===== src/rtl/rhythm_pkg.sv =====
// Shared constants and types for the rhythm hit path.
// Lane count, timestamp width, output FSM states.
package rhythm_pkg;

  localparam int LANES = 4;
  localparam int TS_W  = 16;

  // Debounce window used by the push controllers upstream.
  localparam int DEBOUNCE_CYC = 20000;

  typedef enum logic {
    S_IDLE = 1'b0,
    S_HOLD = 1'b1
  } state_t;

endpackage


===== src/rtl/rhythm_rr_pick.sv =====
// Round-robin lane picker.
// Searches from last+1 upward, wrapping at LANES.
module rhythm_rr_pick #(
  parameter int LANES = 4,
  parameter int LW    = 2
) (
  input  logic [LANES-1:0] req_i,
  input  logic [LW-1:0]    last_i,
  output logic [LW-1:0]    grant_o,
  output logic             any_o
);

  // Scan farthest-first so the nearest requester after last wins.
  always_comb begin
    grant_o = '0;
    any_o   = 1'b0;
    for (int i = LANES; i >= 1; i--) begin
      if (req_i[(int'(last_i) + i) % LANES]) begin
        grant_o = LW'((int'(last_i) + i) % LANES);
        any_o   = 1'b1;
      end
    end
  end

endmodule


===== src/rtl/rhythm_hit_arbiter.sv =====
// Timestamps per-lane hit pulses and presents them
// one at a time over a valid/ready port.
module rhythm_hit_arbiter #(
  parameter int LANES = rhythm_pkg::LANES,
  parameter int TS_W  = rhythm_pkg::TS_W,
  localparam int LW   = (LANES > 1) ? $clog2(LANES) : 1
) (
  input  logic             i_Clk,
  input  logic             i_Rst,
  input  logic             i_Run,
  input  logic [LANES-1:0] i_fPush,
  input  logic             i_Ready,
  output logic             o_Valid,
  output logic [LW-1:0]    o_Lane,
  output logic [TS_W-1:0]  o_Time,
  output logic [LANES-1:0] o_Overflow,
  output logic             o_Busy
);
  import rhythm_pkg::*;

  state_t           state_q, state_d;
  logic [TS_W-1:0]  cnt_q, cnt_d;
  logic [LANES-1:0] pend_q, pend_d;
  logic [LANES-1:0] ovf_q, ovf_d;
  logic [LANES-1:0] hit, clr, cap, drop;
  logic [TS_W-1:0]  ts_q [LANES];
  logic [LW-1:0]    last_q, lane_q, grant;
  logic [TS_W-1:0]  time_q;
  logic             load, any;

  rhythm_rr_pick #(
    .LANES(LANES),
    .LW   (LW)
  ) u_pick (
    .req_i  (pend_q),
    .last_i (last_q),
    .grant_o(grant),
    .any_o  (any)
  );

  // Saturating song timer, held at zero while stopped.
  always_comb begin
    cnt_d = cnt_q;
    if (!i_Run)
      cnt_d = '0;
    else if (cnt_q != {TS_W{1'b1}})
      cnt_d = cnt_q + TS_W'(1);
  end

  // Capture, grant clear and dropped-hit detection per lane.
  always_comb begin
    load = (state_q == S_IDLE) || i_Ready;
    for (int k = 0; k < LANES; k++) begin
      hit[k]  = i_Run && i_fPush[k];
      clr[k]  = load && any && (grant == LW'(k));
      cap[k]  = hit[k] && (!pend_q[k] || clr[k]);
      drop[k] = hit[k] && pend_q[k] && !clr[k];
    end
    pend_d = (pend_q & ~clr) | hit;
    ovf_d  = i_Run ? (ovf_q | drop) : '0;
  end

  // Counter, pending bits and overflow flags.
  always_ff @(posedge i_Clk or posedge i_Rst) begin
    if (i_Rst) begin
      cnt_q  <= '0;
      pend_q <= '0;
      ovf_q  <= '0;
    end else begin
      cnt_q  <= cnt_d;
      pend_q <= pend_d;
      ovf_q  <= ovf_d;
    end
  end

  // Per-lane timestamp latches.
  always_ff @(posedge i_Clk or posedge i_Rst) begin
    if (i_Rst) begin
      for (int k = 0; k < LANES; k++)
        ts_q[k] <= '0;
    end else begin
      for (int k = 0; k < LANES; k++)
        if (cap[k]) ts_q[k] <= cnt_q;
    end
  end

  // FSM state register.
  always_ff @(posedge i_Clk or posedge i_Rst) begin
    if (i_Rst) state_q <= S_IDLE;
    else       state_q <= state_d;
  end

  // FSM next state: reload on idle or accepted event.
  always_comb begin
    state_d = state_q;
    if (load)
      state_d = any ? S_HOLD : S_IDLE;
  end

  // Presented event registers and round-robin pointer.
  always_ff @(posedge i_Clk or posedge i_Rst) begin
    if (i_Rst) begin
      lane_q <= '0;
      time_q <= '0;
      last_q <= LW'(LANES - 1);
    end else if (load && any) begin
      lane_q <= grant;
      time_q <= ts_q[grant];
      last_q <= grant;
    end
  end

  // FSM outputs.
  always_comb begin
    o_Valid    = (state_q == S_HOLD);
    o_Lane     = lane_q;
    o_Time     = time_q;
    o_Overflow = ovf_q;
    o_Busy     = (|pend_q) || o_Valid;
  end

endmodule


===== config.mk =====
export PLATFORM = sky130hd
export DESIGN_NAME = rhythm_hit_arbiter
export DESIGN_NICKNAME = d
export VERILOG_FILES = /design/src/rtl/rhythm_pkg.sv /design/src/rtl/rhythm_rr_pick.sv /design/src/rtl/rhythm_hit_arbiter.sv
export SDC_FILE = /design/constraint.sdc
export NUM_CORES = 1
export LEC_CHECK = 0
export ABC_AREA = 1
export CORE_UTILIZATION = 40
export CTS_CLUSTER_DIAMETER = 30
export DETAILED_ROUTE_END_ITERATION = 12
export PLACE_DENSITY = 0.64
export SLEW_MARGIN = 25
export SYNTH_ARGS = -nofsm -noshare
export SYNTH_HDL_FRONTEND = slang
export SYNTH_SLANG_ARGS = --single-unit

===== constraint.sdc =====
create_clock -name i_Clk -period 4 [get_ports i_Clk]
set_input_delay 0.6 -clock i_Clk [delete_from_list [all_inputs] [get_ports i_Clk]]
set_output_delay 0.6 -clock i_Clk [all_outputs]
set_load 0.01 [all_outputs]

==> results.md, run 1 <==
- TritonCTS Buffers: 9
- CTS root buffer: clkbuf_16
- R2R Path Start: last_q[0]$_DFFE_PP1P_
- R2R depth: 14
- PostCTS Resize Cnt: 0
- Worst VDD drop: 554.3 uV
- Critical path fanouts, max: 34
- Site Rows: 42
- Yosys cell types: 35
- Clock slew at reported path FFs: roughly 0.07 ns
- Post-Syn Instances: 720
- # clock sinks: 109
- Routed vias/inst: 5.100
- Total Power: ~4700 uW
- Net Count, Synth: 729
- Number of remaining DRC errors: 0
- Post-Route WL: 13.67 mm
- Crit-path most repeated cell: nand2_1
- Ports: 32
- First-pass GRT wire length: 23.35 mm
- Die ar.: approximately 0.014 mm^2
- Post-CTS Hold Buffers: 0
- Layout area overhead: 12.18%
- Initial Util: 41.38%
- Final worst setup slack: 1.209 ns
- GRT overflow: 0
- Worst-Margin Slew: between 0.7 and 0.8 ns
- Clock Tree Buf Depth: 2
- Cell Area, Synth: 0.005545 mm^2
- Sequential-to-total area share from yosys stat: 49.23%
- Core Region: around 0.013 mm^2
- Diode count: 0
- H-tree lvl count: 3
- CP Launch Type: flip-flop
- Final #Nets: 741
- Flip-flop and latch area: 0.002730 mm^2
- Routed len/inst: roughly 15 um
- Iter 0 DRT Violations: roughly 440
- Worst path top cell family by delay: simple AND/OR/NAND/NOR gates
- Total global-route track usage: 20.83%
- CP max-delay cell: dfstp_2
- Synth top area cells: dfrtp_1 48%, nand2_1 20%, nand3_1 10%
- Final Max Tran Viols: 0
- CP cell instances: inv_6, nand2_1, nand2_1, nand2_1, nand2_1, inv_2, nand2_2, nand2_4, buf_4, nand4_1, nand2_2, nand2_2, nand2_1, nand2_1
- Hold path cells: 2
- Hold path startpoint: ts_q[52]$_DFFE_PP0P_
- Drt first pass iters: 5
- TritonCTS clock tree: yes
- RD Place Congestion: between 0.7 and 0.8
- Height of the chip: approximately 120 um
- Result of the run: complete, no violations
- Yosys warns: 0
- Skew final: 0.005331 ns
- CP Data Arrival Time: around 3.0 ns
- Worst-Skew Late Latency: 0.35 ns
- Fillers: ~1,300
- Hold EP: ts_q[52]$_DFFE_PP0P_
- Shortest period the worst path allows: 2.791 ns
- Final period util: 69.76%
- FMAX: 358.4 MHz
- HP Class: flip-flop to flip-flop
- Rel. slew slack: 48.70%
- Initial antenna violation count: 0
- Avg Cell Area, Syn: 7.702 um^2
- Yosys reg bits: around 110
- CP required: approximately 4.2 ns
- Setup tns final: 0 ns
- Top cell type's share of synthesized area: between 40 and 50%
- Worst Setup End Kind: flip-flop
- Final setup violation count: 0
- Area of the multi-input gates: 0.002331 mm^2
- Worst setup path class: flip-flop to flip-flop
- Slowest Stage Delay on Critical Path: 0.64 ns
- Share of layout cells above drive strength 1: 9.769%
- Reg-to-reg setup timing slack: between 1 and 1.5 ns
- Reg2reg end: ts_q[54]$_DFFE_PP0P_
- Power per cell area: 761.6 mW/mm^2
- DP Worst Slack: 1.109 ns
- Synth area leader: dfrtp_1
- Die width: 119.7 um
- Cell leakage power: 0.003244 uW
- DP HPWL: just under 9 mm
- Max-cap violation count: 0
- # Post-CTS Setup Buffers: 0
- RSZ-0062 raised after global routing: no
- PortBufs: 31
- Vias post-DR: 4,656
- Final ANT Viol Nets: 0
- Vias in the first global route: 4,534
- CP Buf/Inv Count: 3
- Largest net degree at the start of global routing: 74
- Final Hold Fails: 0
-- cells in the final DEF, fill, tap and decap left out, types with 2 or more instances in the layout --
cell and n:
clkinv_1 3, nor2_1 16, clkbuf_16 9, clkdlybuf4s50_1 31, a31oi_1 5, nand2_1 296
clkbuf_1 2, inv_1 57, clkbuf_8 5, buf_4 6, a21oi_1 4, o21ai_0 15
xor2_1 2, nand2_4 8, o21ai_2 12, dfrtp_1 107, nand2_2 13, nor4_1 3
nand3_1 111, dfstp_2 2, nand4_1 3, nor3_1 6, inv_2 6, nand3_2 2
-- cell type report --
| cell class | instances | share of cell area (%) |
|---|---|---|
| Tap cell | 176 | 3.540 |
| Inverter | 68 | 4.224 |
| Timing Repair Buffer | 38 | 6.034 |
| Clock buffer | 16 | 4.847 |
| Multi-Input combinational cell | 506 | 37.47 |
| Sequential cell | 109 | 43.89 |
-- how the worst max path moves through the flow --
stage                                      from                   end  depth (start not counted)
after detailed placement                i_Ready  ts_q[33]$_DFFE_PP0P_                         11
after global routing      last_q[0]$_DFFE_PP1P_  ts_q[63]$_DFFE_PP0P_                         14
after CTS                 last_q[0]$_DFFE_PP1P_  ts_q[54]$_DFFE_PP0P_                         14
after floorplan                           i_Rst  cnt_q[0]$_DFFE_PP0P_                          1
after global placement                    i_Run  ts_q[61]$_DFFE_PP0P_                          6
final                     last_q[0]$_DFFE_PP1P_  ts_q[54]$_DFFE_PP0P_                         14
-- per-layer routing --
metal,wire length [um],part of all wire [%],GRT usage (%),up-vias
met4,144,1.1,4.609,0
met2,6284,46,32.48,152
met5,0,0,0,-
li1,-,-,-,2289
met3,914,6.7,5.133,17
met1,6329,46,29.23,2198
-- through the flow --
step	cell area, um^2	hold WS, ns	utilization (%)	instances
final	6221	0.4735	46.42	913
after detailed placement	5919	0.4582	44.17	897
after floorplan	5545	0.4419	-	720
after global placement	5919	0.4532	44.17	897
after global routing	6221	0.4922	46.42	913
after CTS	6221	0.4751	46.42	913
-- where the power goes --
part           internal [uW]  total [uW]  switching, uW
registers               1300        1430            136
logic                    700        2400           1700
clock network            509         904            395
-- synthesized netlist by cell type (all sizes together) --
master  count
or2         1
clkbuf      7
buf        30
a311oi      1
a21oi       5
a31oi       5
clkinv      3
xor2        2
nand4       4
nand2     317
nor3        6
o21ai      28
dfstp       2
inv        65
nor4        3
dfrtp     107
nand3     114
a211oi      1
ha          1
nor2       18
-- cell families after synthesis --
kind of cell / Yosys count / synth area share, %
and+or+nand+nor: 463 / 36.78
DFF: 109 / 49.23
buffers and inverters: 105 / 8.732
AOI/OAI and AO/OA: 40 / 4.716
xor gates and xnor gates: 2 / 0.3159
adders and majority gates: 1 / 0.2256
-- worst register-to-register path, cell delays in order (launching register included) --
cell and delay [ns]:
dfstp_2 0.64, inv_6 0.08, nand2_1 0.06, nand2_1 0.08, nand2_1 0.11, nand2_1 0.07
inv_2 0.08, nand2_2 0.07, nand2_4 0.07, buf_4 0.37, nand4_1 0.19, nand2_2 0.34
nand2_2 0.31, nand2_1 0.16, nand2_1 0.06
-- sequential cells by signal, summed over array words and instances (netlist names) --
signal / flops
cnt_q: 16
last_q: 2
o_Lane: 2
o_Overflow: 4
o_Time: 16
o_Valid: 1
pend_q: 4
ts_q: 64
No activity file was read; power rests on OpenSTA's default activity.
==> run 2, diff against run 1 <==
- clock period: 4 -> 2.9 ns (I/O delays scaled with it)
==> results.md, run 2 (synthesis results as in run 1) <==
- Commonest non-fill, non-tap cell in the layout: nand2_1 (unchanged)
- TritonCTS clock tree: yes (unchanged)
- H-tree lvl count: 3 (unchanged)
- PortBufs: 31 (unchanged)
- GRT overflow: 0 (unchanged)
- # Post-CTS Setup Buffers: 0 (unchanged)
- Die width: 119.7 um (unchanged)
- Worst-Margin Slew: 0.6691 ns (was 0.7671 ns)
- # clock sinks: 109 (unchanged)
- Height of the chip: 119.7 um (unchanged)
- Top Metal Used: met4 (unchanged)
- CP Data Arrival Time: 2.67 ns (was 3.03 ns)
- Hold Slack: 0.4723 ns (was 0.4735 ns)
- Vias in the first global route: 4,461 (was 4,534)
- Drt first pass iters: 5 (unchanged)
- Shortest period the worst path allows: 2.406 ns (was 2.791 ns)
- Die ar.: 0.01434 mm^2 (unchanged)
- Ports: 32 (unchanged)
- Vias post-DR: 4,582 (was 4,656)
- Post-Route WL: 12.92 mm (was 13.67 mm)
- Critical path fanouts, max: 28 (was 34)
- Fillers: 1,305 (was 1,315)
- Iter 0 DRT Violations: 320 (was 435)
- PostCTS Resize Cnt: 0 (unchanged)
- CP Launch Type: flip-flop (unchanged)
- Clock slew at reported path FFs: 0.07 ns (about the same)
- Final ANT Viol Nets: 0 (unchanged)
- Routed len/inst: 14.05 um (was 14.97 um)
- Worst setup path class: flip-flop to flip-flop (unchanged)
- Diode count: 0 (unchanged)
- Initial Util: 41.38% (unchanged)
- CP Buf/Inv Count: 2 (was 3)
- Met3 WL: 506 um (was 914 um)
- Worst Setup End Kind: flip-flop (unchanged)
- Worst path top cell family by delay: simple AND/OR/NAND/NOR gates (unchanged)
- Final worst setup slack: 0.4938 ns (was 1.209 ns)
- Most frequent cells in the layout: 296 x nand2_1, 111 x nand3_1, 107 x dfrtp_1, 57 x inv_1, 31 x clkdlybuf4s50_1 (unchanged)
- Total global-route track usage: 19.83% (was 20.83%)
- Share of layout cells above drive strength 1: 10.35% (was 9.769%)
- HP Class: flip-flop to flip-flop (unchanged)
- Routed vias/inst: 4.980 (was 5.100)
- First-pass GRT wire length: 22.36 mm (was 23.35 mm)
- Largest register FFs: 64 (unchanged)
- Final Hold Fails: 0 (unchanged)
- Met1 WL: 6.259 mm (was 6.329 mm)
- Initial antenna violation count: 0 (unchanged)
- CP required: 3.17 ns (was 4.24 ns)
- Final Max Tran Viols: 0 (unchanged)
- CP cell instances: inv_6, nand2_1, nand2_1, nand2_1, nand2_1, inv_2, nand2_2, nand2_4, nand2_4, nand2_2, nand2_4, nand2_4, nand2_1, o21ai_2 (was inv_6, nand2_1, nand2_1, nand2_1, nand2_1, inv_2, nand2_2, nand2_4, buf_4, nand4_1, nand2_2, nand2_2, nand2_1, nand2_1)
- Site Rows: 42 (unchanged)
- Max-cap violation count: 0 (unchanged)
- Core Region: 0.01340 mm^2 (unchanged)
- TritonCTS Buffers: 9 (unchanged)
- RD Place Congestion: 0.8118 (was 0.7963)
- Power per cell area: 1014 mW/mm^2 (was 761.6 mW/mm^2)
- Worst-Skew Late Latency: 0.35 ns (about the same)
- FMAX: 415.6 MHz (was 358.4 MHz)
- Worst VDD drop: 562.8 uV (was 554.3 uV)
- Layout area overhead: 12.86% (was 12.18%)
- DP Worst Slack: 0.5205 ns (was 1.109 ns)
- Number of remaining DRC errors: 0 (unchanged)
- Crit-path most repeated cell: nand2_1 (unchanged)
- Cell leakage power: 0.003263 uW (was 0.003244 uW)
- Largest reg by FF count: ts_q (unchanged)
- Final #Nets: 748 (was 741)
- Post-CTS Hold Buffers: 0 (unchanged)
- Rel. slew slack: 55.30% (was 48.70%)
- Skew final: 0.006387 ns (was 0.005331 ns)
- Routed wl met2: 5.955 mm (was 6.284 mm)
- Slowest Stage Delay on Critical Path: 0.63 ns (was 0.64 ns)
- Result of the run: complete, no violations (unchanged)
- CTS root buffer: clkbuf_16 (unchanged)
- Clock Tree Buf Depth: 2 (unchanged)
- Largest net degree at the start of global routing: 29 (was 74)
- RSZ-0062 raised after global routing: no (unchanged)
- Setup tns final: 0 ns (unchanged)
- CP max-delay cell: dfstp_2 (unchanged)
- Final setup violation count: 0 (unchanged)
- DP HPWL: 9.356 mm (was 8.937 mm)
- Final period util: 82.97% (was 69.76%)
## run 2: changes by cell type in the layout (fill, tap and decap cells not counted), sizes merged
cell      before  now
clkbuf        16   15
buf            7   14
clkinv         3    4
clkinvlp       0    1
inv           65   64
## run 2: power breakdown
part	internal (uW)	total, uW	switching (uW)	leakage [uW]
Clock	630	1160	525	0.000134
Combinational	1010	3210	2190	0.00167
Sequential	1790	1980	192	0.00146
## run 2: layer usage
metal  vias to the layer above  track usage (%)
met2                        96            30.89
met4                         0            7.266
met3                        14            2.424
li1                       2311                -
met1                      2161            28.33
met5                         -                0
## run 2: stage by stage
| stage | instances | power (uW) | util (%) | cell area [um^2] |
|---|---|---|---|---|
| floorplan | 720 | 4430 | - | 5549 |
| finish | 920 | 6347 | 46.70 | 6259 |
| global route | 920 | 6898 | 46.70 | 6259 |
| global placement | 904 | 5152 | 44.67 | 5986 |
| CTS | 920 | 6376 | 46.70 | 6259 |
| detailed placement | 904 | 5217 | 44.67 | 5986 |
## run 2: worst reg2reg max path, cell delays in order, from the launching register on
cell and delay [ns]:
dfstp_2 0.63, inv_6 0.07, nand2_1 0.07, nand2_1 0.09, nand2_1 0.13, nand2_1 0.08, inv_2 0.08, nand2_2 0.07
nand2_4 0.18, nand2_4 0.17, nand2_2 0.13, nand2_4 0.09, nand2_4 0.32, nand2_1 0.13, o21ai_2 0.08
## run 2: area by class of cell
class	instances	area, um^2	area share [%]
sequential	109	2730	43.62
multi-input combinational	506	2331	37.25
timing repair buffer	45	440.4	7.037
clock buffer	15	267.8	4.278
inverter	68	264.0	4.218
tap	176	220.2	3.519
clock inverter	1	5.005	0.07997
## run 2: path summary, 6_finish.rpt
check                                 startpoint                 endpoint  slack [ns]  cells after the start
max reg2reg                last_q[0]$_DFFE_PP1P_     ts_q[32]$_DFFE_PP0P_        0.49                     14
max                        last_q[0]$_DFFE_PP1P_     ts_q[32]$_DFFE_PP0P_        0.49                     14
min reg2reg                 ts_q[10]$_DFFE_PP0P_     ts_q[10]$_DFFE_PP0P_        0.47                      2
min in group asynchronous                  i_Rst  o_Overflow[1]$_DFF_PP0_        0.53                      2
max in group asynchronous                  i_Rst    last_q[1]$_DFFE_PP1P_        1.65                      3
min                         ts_q[10]$_DFFE_PP0P_     ts_q[10]$_DFFE_PP0P_        0.47                      2
==> RTL edit (settings of run 1) <==
`LANES` is set to 4 in 2 places; all go to 2.
--- a/src/rtl/rhythm_pkg.sv
+++ b/src/rtl/rhythm_pkg.sv
@@ -4,3 +4,3 @@
 
-  localparam int LANES = 4;
+  localparam int LANES = 2;
   localparam int TS_W  = 16;
--- a/src/rtl/rhythm_rr_pick.sv
+++ b/src/rtl/rhythm_rr_pick.sv
@@ -3,3 +3,3 @@
 module rhythm_rr_pick #(
-  parameter int LANES = 4,
+  parameter int LANES = 2,
   parameter int LW    = 2
Ports: changed (resized i_fPush, o_Lane and o_Overflow); port bits go from 32 to 27. No check against the original RTL was run, so the function may have changed too.
==> RTL edit against run 1 <==
- final area down 39%
- power down 61%
- wire length down 53%
- clock skew about the same
- combinational power down 85%
- sequential power down 42%
- setup slack better by 680 ps
- first-iteration DRC count down 66%
- sequential cell count down 38
- clock power down 30%
- area after synthesis down 41%
- non-clock buffer count down 9
- utilization up 2.1 points
- highest routed layer unchanged
==> RTL edit: results (changes against run 1) <==
stage,metric,value,unit,change
global_routing,grt_pass1_vias,2366,,-48%
critical_path,path_max_fanout,3,,-91%
detailed_routing,wl_per_cell,12.8,µm,-15%
finish,multi_input_comb_cells,255,,-50%
detailed_routing,drtIter0Drc,149,,-66%
critical_path,slowest_stage,clkdlybuf4s50_1,,
finish,drive_gt1_frac,0.194,,+0.0963
critical_path,path_delay_family,buffers and inverters,,
floorplan,coreArea,0.00781,mm²,-42%
finish,largest_reg_flops,32,,-50%
logic_synthesis,synthXorXnorAreaFrac,0,,-0.00316
power_and_ir_drop,p_leak,1.84,nW,-43%
placed_design,dp.cells,488,,-46%
critical_path,rr_worst_depth,8,,-6
finish,seq_cell_count,71,,-35%
min_path,min_to,last_q,,
finish,fin_cells,504,,-45%
logic_synthesis,synth_compound_area_frac,0.101,,+0.0540
finish,inverters,31,,-54%
detailed_routing,wl_met3,148,µm,-84%
placed_design,dp_hpwl,4.40,mm,-51%
critical_path,cp.arrival,1510,ps,-1520 ps
sta,relSlewSlack,0.698,,+0.211
global_routing,grt_max_degree,37,,-50%
sta,hold_slack,475,ps,+1.66 ps
logic_synthesis,synth.distinct_cells,21,,-40%
global_routing,grt_pass1_wl,11.2,mm,-52%
detailed_routing,met2_length,3.05,mm,-51%
clock_network,cts-root-buf,clkbuf_8,,
placed_design,io_buffers,26,,-16%
global_routing,track_usage,0.169,,-0.0389
logic_synthesis,synth_area_leaders,"dfrtp_1 54%, nand2_1 16%, o21ai_2 8.6%",,
min_path,hold_start,last_q,,
finish,multi_input_area,0.00127,mm²,-46%
sta,period_needed,2110,ps,-681 ps
critical_path,cpPeakStageDelay,480,ps,-160 ps
logic_synthesis,synthCells,369,,-49%
critical_path,r2r_setup_slack,2260,ps,+1050 ps
outcome,status,completed,,
finish,clkbuf_count,10,,-6
placed_design,place_worst_setup_slack,1610,ps,+499 ps
detailed_routing,routed_via_density,4.78,,-6.2%
placed_design,place_congestion,0.847,,+6.3%
finish,buffer_area_frac,0.0746,,+0.0142
critical_path,reg2reg_from,pend_q[0],,
global_routing,grtUsageMet1,0.233,,-0.0596
finish,nFillCells,769,,-42%
finish,fin_nets,404,,-45%
## RTL edit: changes by cell type in the layout (fill, tap and decap cells not counted), moves of 6 or more
cell / before / now
nand2_1: 296 / 135
nand3_1: 111 / 38
dfrtp_1: 107 / 70
inv_1: 57 / 25
o21ai_2: 12 / 32
clkbuf_16: 9 / 0
nand2_4: 8 / 2
nor3_1: 6 / 0
## RTL edit: tightest hold or removal path, cell delays in order (launching register included)
cell and delay, ps:
dfstp_2 370, nand2_1 50, nand2_1 50
## RTL edit: worst max-delay path by stage
| stage | startpoint | end |
|---|---|---|
| final | pend_q[1] | o_Busy |
| after global routing | pend_q[1] | o_Busy |
| after CTS | pend_q[1] | o_Busy |
| after detailed placement | i_Ready | ts_q[14] |
| after global placement | i_Ready | ts_q[4] |
| after floorplan | i_Rst | cnt_q[0] |
## RTL edit: where the power goes
part           switching (mW)  internal, mW  total [mW]
clock                   0.271         0.366       0.637
combinational           0.248         0.120       0.368
sequential             0.0418         0.788       0.830
